[src/rtl/uart_tx_engine_pkg.sv]
`default_nettype none
// ============================================================================
// uart_tx_engine_pkg : shared state encoding and defaults for the UART TX path
// Revision: 1.0
// ============================================================================
package uart_tx_engine_pkg;

  localparam int UART_DATA_BITS       = 8;
  localparam int UART_CLK_DIV_DEFAULT = 868;

  localparam logic [2:0] ST_IDLE   = 3'd0;
  localparam logic [2:0] ST_START  = 3'd1;
  localparam logic [2:0] ST_DATA   = 3'd2;
  localparam logic [2:0] ST_PARITY = 3'd3;
  localparam logic [2:0] ST_STOP   = 3'd4;

  typedef enum logic [2:0] {
    IDLE   = ST_IDLE,
    START  = ST_START,
    DATA   = ST_DATA,
    PARITY = ST_PARITY,
    STOP   = ST_STOP
  } tx_state_e;

  function automatic logic even_parity(input logic [UART_DATA_BITS-1:0] data);
    return ^data;
  endfunction

endpackage
`default_nettype wire

[src/rtl/uart_tx_engine_fifo.sv]
`default_nettype none
// ============================================================================
// uart_fifo : synchronous FIFO with occupancy count, shared by the UART paths
// Revision: 1.0
// ============================================================================
module uart_fifo #(
  parameter int DEPTH = 4,
  parameter int WIDTH = 8
) (
  input  logic                    clk,
  input  logic                    rst_n,
  input  logic                    push_i,
  input  logic                    pop_i,
  input  logic [WIDTH-1:0]        din_i,
  output logic [WIDTH-1:0]        dout_o,
  output logic [$clog2(DEPTH):0]  count_o,
  output logic                    full_o,
  output logic                    empty_o
);

  localparam int               PTR_W    = $clog2(DEPTH);
  localparam logic [PTR_W:0]   FULL_CNT = (PTR_W+1)'(DEPTH);

  logic [WIDTH-1:0] mem_q [DEPTH];
  logic [PTR_W-1:0] wr_ptr_q, wr_ptr_d;
  logic [PTR_W-1:0] rd_ptr_q, rd_ptr_d;
  logic [PTR_W:0]   count_q,  count_d;
  logic             push_ok,  pop_ok;

  assign full_o  = (count_q == FULL_CNT);
  assign empty_o = (count_q == '0);
  assign push_ok = push_i && !full_o;
  assign pop_ok  = pop_i && !empty_o;
  assign dout_o  = mem_q[rd_ptr_q];
  assign count_o = count_q;

  always_comb begin
    wr_ptr_d = wr_ptr_q;
    rd_ptr_d = rd_ptr_q;
    count_d  = count_q;
    if (push_ok) wr_ptr_d = wr_ptr_q + PTR_W'(1);
    if (pop_ok)  rd_ptr_d = rd_ptr_q + PTR_W'(1);
    case ({push_ok, pop_ok})
      2'b10:   count_d = count_q + (PTR_W+1)'(1);
      2'b01:   count_d = count_q - (PTR_W+1)'(1);
      default: count_d = count_q;
    endcase
  end

  always_ff @(posedge clk or negedge rst_n) begin
    if (!rst_n) begin
      wr_ptr_q <= '0;
      rd_ptr_q <= '0;
      count_q  <= '0;
    end else begin
      wr_ptr_q <= wr_ptr_d;
      rd_ptr_q <= rd_ptr_d;
      count_q  <= count_d;
    end
  end

  // Storage carries no reset; occupancy alone defines which entries are valid.
  always_ff @(posedge clk) begin
    if (push_ok) mem_q[wr_ptr_q] <= din_i;
  end

endmodule
`default_nettype wire

[src/rtl/uart_tx_engine.sv]
`default_nettype none
// ============================================================================
// uart_tx_engine : buffered 8N1 UART transmitter (FIFO + baud counter + FSM).
// Define UART_TX_PARITY_EN to append an even parity bit to every frame.
// Revision: 1.0
// ============================================================================
module uart_tx_engine
  import uart_tx_engine_pkg::*;
#(
  parameter int CLK_DIV    = UART_CLK_DIV_DEFAULT,
  parameter int FIFO_DEPTH = 4
) (
  input  logic                          clk,
  input  logic                          rst_n,
  input  logic                          valid_i,
  output logic                          ready_o,
  input  logic [UART_DATA_BITS-1:0]     tx_byte_i,
  output logic                          tx_o,
  output logic                          busy_o,
  output logic [$clog2(FIFO_DEPTH):0]   level_o
);

  localparam int                CNT_W     = $clog2(CLK_DIV);
  localparam int                IDX_W     = $clog2(UART_DATA_BITS);
  localparam logic [CNT_W-1:0]  BAUD_LAST = CNT_W'(CLK_DIV - 1);
  localparam logic [IDX_W-1:0]  BIT_LAST  = IDX_W'(UART_DATA_BITS - 1);

  tx_state_e                  state_q,   state_d;
  logic [CNT_W-1:0]           baud_q,    baud_d;
  logic [IDX_W-1:0]           bit_idx_q, bit_idx_d;
  logic [UART_DATA_BITS-1:0]  sh_q,      sh_d;
  logic                       tx_q,      tx_d;
`ifdef UART_TX_PARITY_EN
  logic                       parity_q,  parity_d;
`endif

  logic                       fifo_pop;
  logic                       fifo_full;
  logic                       fifo_empty;
  logic [UART_DATA_BITS-1:0]  fifo_head;
  logic                       bit_end;

  uart_fifo #(
    .DEPTH (FIFO_DEPTH),
    .WIDTH (UART_DATA_BITS)
  ) u_fifo (
    .clk     (clk),
    .rst_n   (rst_n),
    .push_i  (valid_i),
    .pop_i   (fifo_pop),
    .din_i   (tx_byte_i),
    .dout_o  (fifo_head),
    .count_o (level_o),
    .full_o  (fifo_full),
    .empty_o (fifo_empty)
  );

  assign ready_o = !fifo_full;
  assign busy_o  = (state_q != IDLE) || !fifo_empty;
  assign bit_end = (baud_q == BAUD_LAST);
  assign tx_o    = tx_q;

  always_comb begin
    state_d   = state_q;
    baud_d    = '0;
    bit_idx_d = bit_idx_q;
    sh_d      = sh_q;
    fifo_pop  = 1'b0;
    tx_d      = 1'b1;
`ifdef UART_TX_PARITY_EN
    parity_d  = parity_q;
`endif

    if (state_q != IDLE) baud_d = bit_end ? '0 : baud_q + CNT_W'(1);

    case (state_q)
      IDLE: begin
        if (!fifo_empty) begin
          fifo_pop = 1'b1;
          state_d  = START;
        end
      end
      START: begin
        if (bit_end) state_d = DATA;
      end
      DATA: begin
        if (bit_end) begin
          if (bit_idx_q == BIT_LAST) begin
`ifdef UART_TX_PARITY_EN
            state_d = PARITY;
`else
            state_d = STOP;
`endif
          end else begin
            sh_d      = sh_q >> 1;
            bit_idx_d = bit_idx_q + IDX_W'(1);
          end
        end
      end
`ifdef UART_TX_PARITY_EN
      PARITY: begin
        if (bit_end) state_d = STOP;
      end
`endif
      STOP: begin
        if (bit_end) begin
          // Chain straight into the next frame so queued bytes leave back to back.
          if (!fifo_empty) begin
            fifo_pop = 1'b1;
            state_d  = START;
          end else begin
            state_d  = IDLE;
          end
        end
      end
      default: state_d = IDLE;
    endcase

    if (fifo_pop) begin
      sh_d      = fifo_head;
      bit_idx_d = '0;
      baud_d    = '0;
`ifdef UART_TX_PARITY_EN
      parity_d  = even_parity(fifo_head);
`endif
    end

    // Line level follows the upcoming state so tx_o can stay a plain register.
    case (state_d)
      START:   tx_d = 1'b0;
      DATA:    tx_d = sh_d[0];
`ifdef UART_TX_PARITY_EN
      PARITY:  tx_d = parity_d;
`endif
      default: tx_d = 1'b1;
    endcase
  end

  always_ff @(posedge clk or negedge rst_n) begin
    if (!rst_n) begin
      state_q   <= IDLE;
      baud_q    <= '0;
      bit_idx_q <= '0;
      sh_q      <= '0;
      tx_q      <= 1'b1;
`ifdef UART_TX_PARITY_EN
      parity_q  <= 1'b0;
`endif
    end else begin
      state_q   <= state_d;
      baud_q    <= baud_d;
      bit_idx_q <= bit_idx_d;
      sh_q      <= sh_d;
      tx_q      <= tx_d;
`ifdef UART_TX_PARITY_EN
      parity_q  <= parity_d;
`endif
    end
  end

endmodule
`default_nettype wire

[config.mk]
export PLATFORM = sky130hd
export DESIGN_NAME = uart_tx_engine
export DESIGN_NICKNAME = d
export VERILOG_FILES = /design/src/rtl/uart_tx_engine_pkg.sv /design/src/rtl/uart_tx_engine_fifo.sv /design/src/rtl/uart_tx_engine.sv
export SDC_FILE = /design/constraint.sdc
export NUM_CORES = 1
export LEC_CHECK = 0
export BUFFER_PORTS_ARGS = -buffer_cell sky130_fd_sc_hd__clkbuf_2
export CORE_MARGIN = 2
export CORE_UTILIZATION = 30
export DETAILED_ROUTE_END_ITERATION = 10
export PLACE_DENSITY = 0.53
export SLEW_MARGIN = 20
export SYNTH_ARGS = -nofsm -noshare
export SYNTH_HDL_FRONTEND = slang
export SYNTH_SLANG_ARGS = --single-unit
[constraint.sdc]
create_clock -name clk -period 3.03 [get_ports clk]
set_input_delay 0.4545 -clock clk [delete_from_list [all_inputs] [get_ports clk]]
set_output_delay 0.4545 -clock clk [all_outputs]
set_load 0.05 [all_outputs]
==> out/metrics.csv <==
metric,value,unit
Initial Util,30.8,%
startpoint of the worst register-to-register path,bit_idx_q[0]$_DFFE_PN0P_,
first drt pass iteration count,4,
# rows,35,
vias,1580,
Startpoint Class,register,
Finished Cell Area,3260,sq um
number of global-route vias before repair,1661,
switching part of the total,32.3,%
Core Area,9200,sq um
highest-delay cell along the critical path,or4b_4,
pre-CTS setup slack,654,ps
CTS tree,done,
critical-path cell list,ha_1 > ha_1 > or4b_4 > nor4_4 > o21ba_4 > a221o_1,
CTS max path bufs,2,
mapped cell area,2830,sq um
GRT Total Usage,11.0,%
delay of the slowest cell on the worst path,500,ps
clock slew at reported path FFs,80,ps
Ports,17,
switching power,0.958,mW
Tcrit/Tclk final,78.5,%
largest net degree at the start of global routing,33,
worst reg-to-reg path cell count,6,
worst clock skew,11.1,ps
CP startpoint,bit_idx_q[0]$_DFFE_PN0P_,
postcts setup bufs,0,
asr flop ratio synth,50.0,%
grt ovf,0,
Area Growth Syn to Fin,15.2,%
sequential fraction of the synthesis area,62.3,%
Critical Path RT,3250,ps
final hold violation count,0,
Yosys reg bits,64,
Max Fclk,0.421,GHz
Syn Area/Cell,15.0,sq um
filler cell count,906,
CTS Hold Bufs,0,
# port buffers,16,
final layout net count,233,
Sink Count,64,
CP endpoint kind,register,
most frequent cells in the layout,"32 x edfxtp_1, 31 x dfrtp_1, 16 x nor2_1, 16 x clkbuf_2",
placed cell areas,3030,sq um
Die ar.,10200,sq um
Root Buffer,clkbuf_8,
RSZ-0062 raised after global routing,no,
DRC Markers,0,
yosys warns,0,
count of final setup violators,0,
setup TNS,0,ps
post-layout min period,2380,ps
Synthesized Nets,209,
Worst-Margin Slew,851,ps
Chip Height,101,um
worst rel slew slack,43.3,%
vias per std cell,4.80,
post-route ant nets,0,
status,"complete, no violations",
Min-Delay Path Class,input port to asynchronous set/reset pin,
pwr dens,910,nW/um^2
post-cts sizing count,0,
antenna violations before repair,0,
"most used cell, CP",ha_1,
worst-skew pair later-pin latency,340,ps
worst setup path class,register to register,
clock share of power,27.8,%
combinational group share of total power,26.5,%
H-tree depth,3,
Main synth FF type,edfxtp_1,
LEAKAGE,1.30,nW
Flop pwr share,45.7,%
Reg area,1760,sq um
Worst Path Arrival,2600,ps
layout cells sized above 1,24.8,%
Max-Cap Viols,0,
critical-path maximum fanout,7,
setup slack after layout,652,ps
first-pass GRT wire length,8310,um
Pins Over Slew Limit,0,
Ant. Diodes,0,
Max IR drop VDD,0.395,mV
Final GP Congestion,0.746,
final WL,4910,um
"EDFF count, synth",32,
Iteration-0 DRC Markers,97,
Yosys cell types,43,
Final HPWL DP,3190,um
Gate Count Post-Synth,189,
wire per inst,14.9,um
chip width,101,um
Num CTS Buffers,9,
Cell Int Power,2.01,mW
area of the multi-input gates,1000,sq um
"commonest non-fill, non-tap cell in the layout",edfxtp_1,
-- routing by layer --
| metal | up-vias | part of all wire, % | track usage (%) |
|---|---|---|---|
| met1 | 799 | 49 | 14.3 |
| met5 | - | 0 | 0 |
| met2 | 23 | 46 | 16.5 |
| li1 | 749 | - | - |
| met4 | 0 | 2.4 | 6.65 |
| met3 | 9 | 2.5 | 2.76 |
-- cell type report --
| cell class | instances | share of cell area (%) |
|---|---|---|
| multi-input combinational | 113 | 30.7 |
| clock inverter | 7 | 3.15 |
| clock buffer | 9 | 3.80 |
| sequential | 64 | 54.1 |
| inverter | 5 | 0.576 |
| tap | 111 | 4.26 |
| timing repair buffer | 20 | 3.38 |
-- registers in the layout (all words and copies together) (netlist names) --
register and cells:
tx_o 1, u_fifo.wr_ptr_q 2, u_fifo.count_o 3, u_fifo.rd_ptr_q 2, u_fifo.mem_q 32, bit_idx_q 3, sh_q 8, state_q 3
baud_q 10
-- power groups by stage --
stage	Combinational, mW	Sequential [mW]	Clock, mW
floorplan	0.608	1.35	0
global placement	0.777	1.38	0
detailed placement	0.791	1.37	0
CTS	0.802	1.36	0.851
global route	0.867	1.40	0.893
finish	0.785	1.36	0.824
-- path summary, 6_finish.rpt --
| kind | end | slack (ps) |
|---|---|---|
| setup / recovery | sh_q[1]$_DFFE_PN0P_ | 650 |
| max in group asynchronous | u_fifo.rd_ptr_q[0]$_DFFE_PN0P_ | 2280 |
| setup reg to reg | sh_q[1]$_DFFE_PN0P_ | 650 |
| hold reg to reg | baud_q[0]$_DFF_PN0_ | 490 |
| min in group clk | u_fifo.mem_q[2][6]$_DFFE_PP_ | 330 |
| hold / removal | baud_q[3]$_DFF_PN0_ | 210 |
-- kinds of logic (layout without fill, tap and decap cells) --
| logic type | after synthesis | after routing | synth area share (%) |
|---|---|---|---|
| fa+ha+maj | 9 | 9 | 4.24 |
| flops | 64 | 64 | 62.3 |
| xor+xnor | 15 | 15 | 4.64 |
| simple gates | 61 | 61 | 13.4 |
| buf+inv | 12 | 41 | 2.30 |
| compound gates | 14 | 14 | 4.55 |
| mux | 14 | 14 | 8.62 |
-- worst max-delay path: cells and delay by family (launching register included) --
family          cells  cell delay [ps]
compound gates      2              550
fa+ha+maj           2              410
flops               1              400
simple gates        2              910
-- through the flow --
stage | hold slack, ps | power [mW] | std cells | utilization, %
5_1_grt | 279 | 3.15 | 329 | 35.4
2_1_floorplan | 159 | 1.96 | 189 | -
6_report | 213 | 2.97 | 329 | 35.4
3_3_place_gp | 469 | 2.16 | 313 | 33.0
4_1_cts | 233 | 3.01 | 329 | 35.4
3_5_place_dp | 478 | 2.17 | 313 | 33.0
-- cell usage after synthesis (3+ instances only) --
master | count | area share (%)
dfrtp_1 | 31 | 27
buf_2 | 3 | 0.53
nand2_1 | 4 | 0.53
edfxtp_1 | 32 | 34
a221o_1 | 6 | 2.1
mux4_2 | 8 | 6.4
and3_1 | 6 | 1.3
xnor2_1 | 6 | 1.9
nand3_1 | 4 | 0.71
ha_1 | 8 | 3.5
mux2_2 | 3 | 1.2
nand4_1 | 3 | 0.66
xor2_1 | 9 | 2.8
inv_1 | 5 | 0.66
mux2i_1 | 3 | 1.1
nor2_1 | 16 | 2.1
and2_1 | 3 | 0.66
nor3b_1 | 9 | 2.4
No activity file was read; power rests on OpenSTA's default activity.
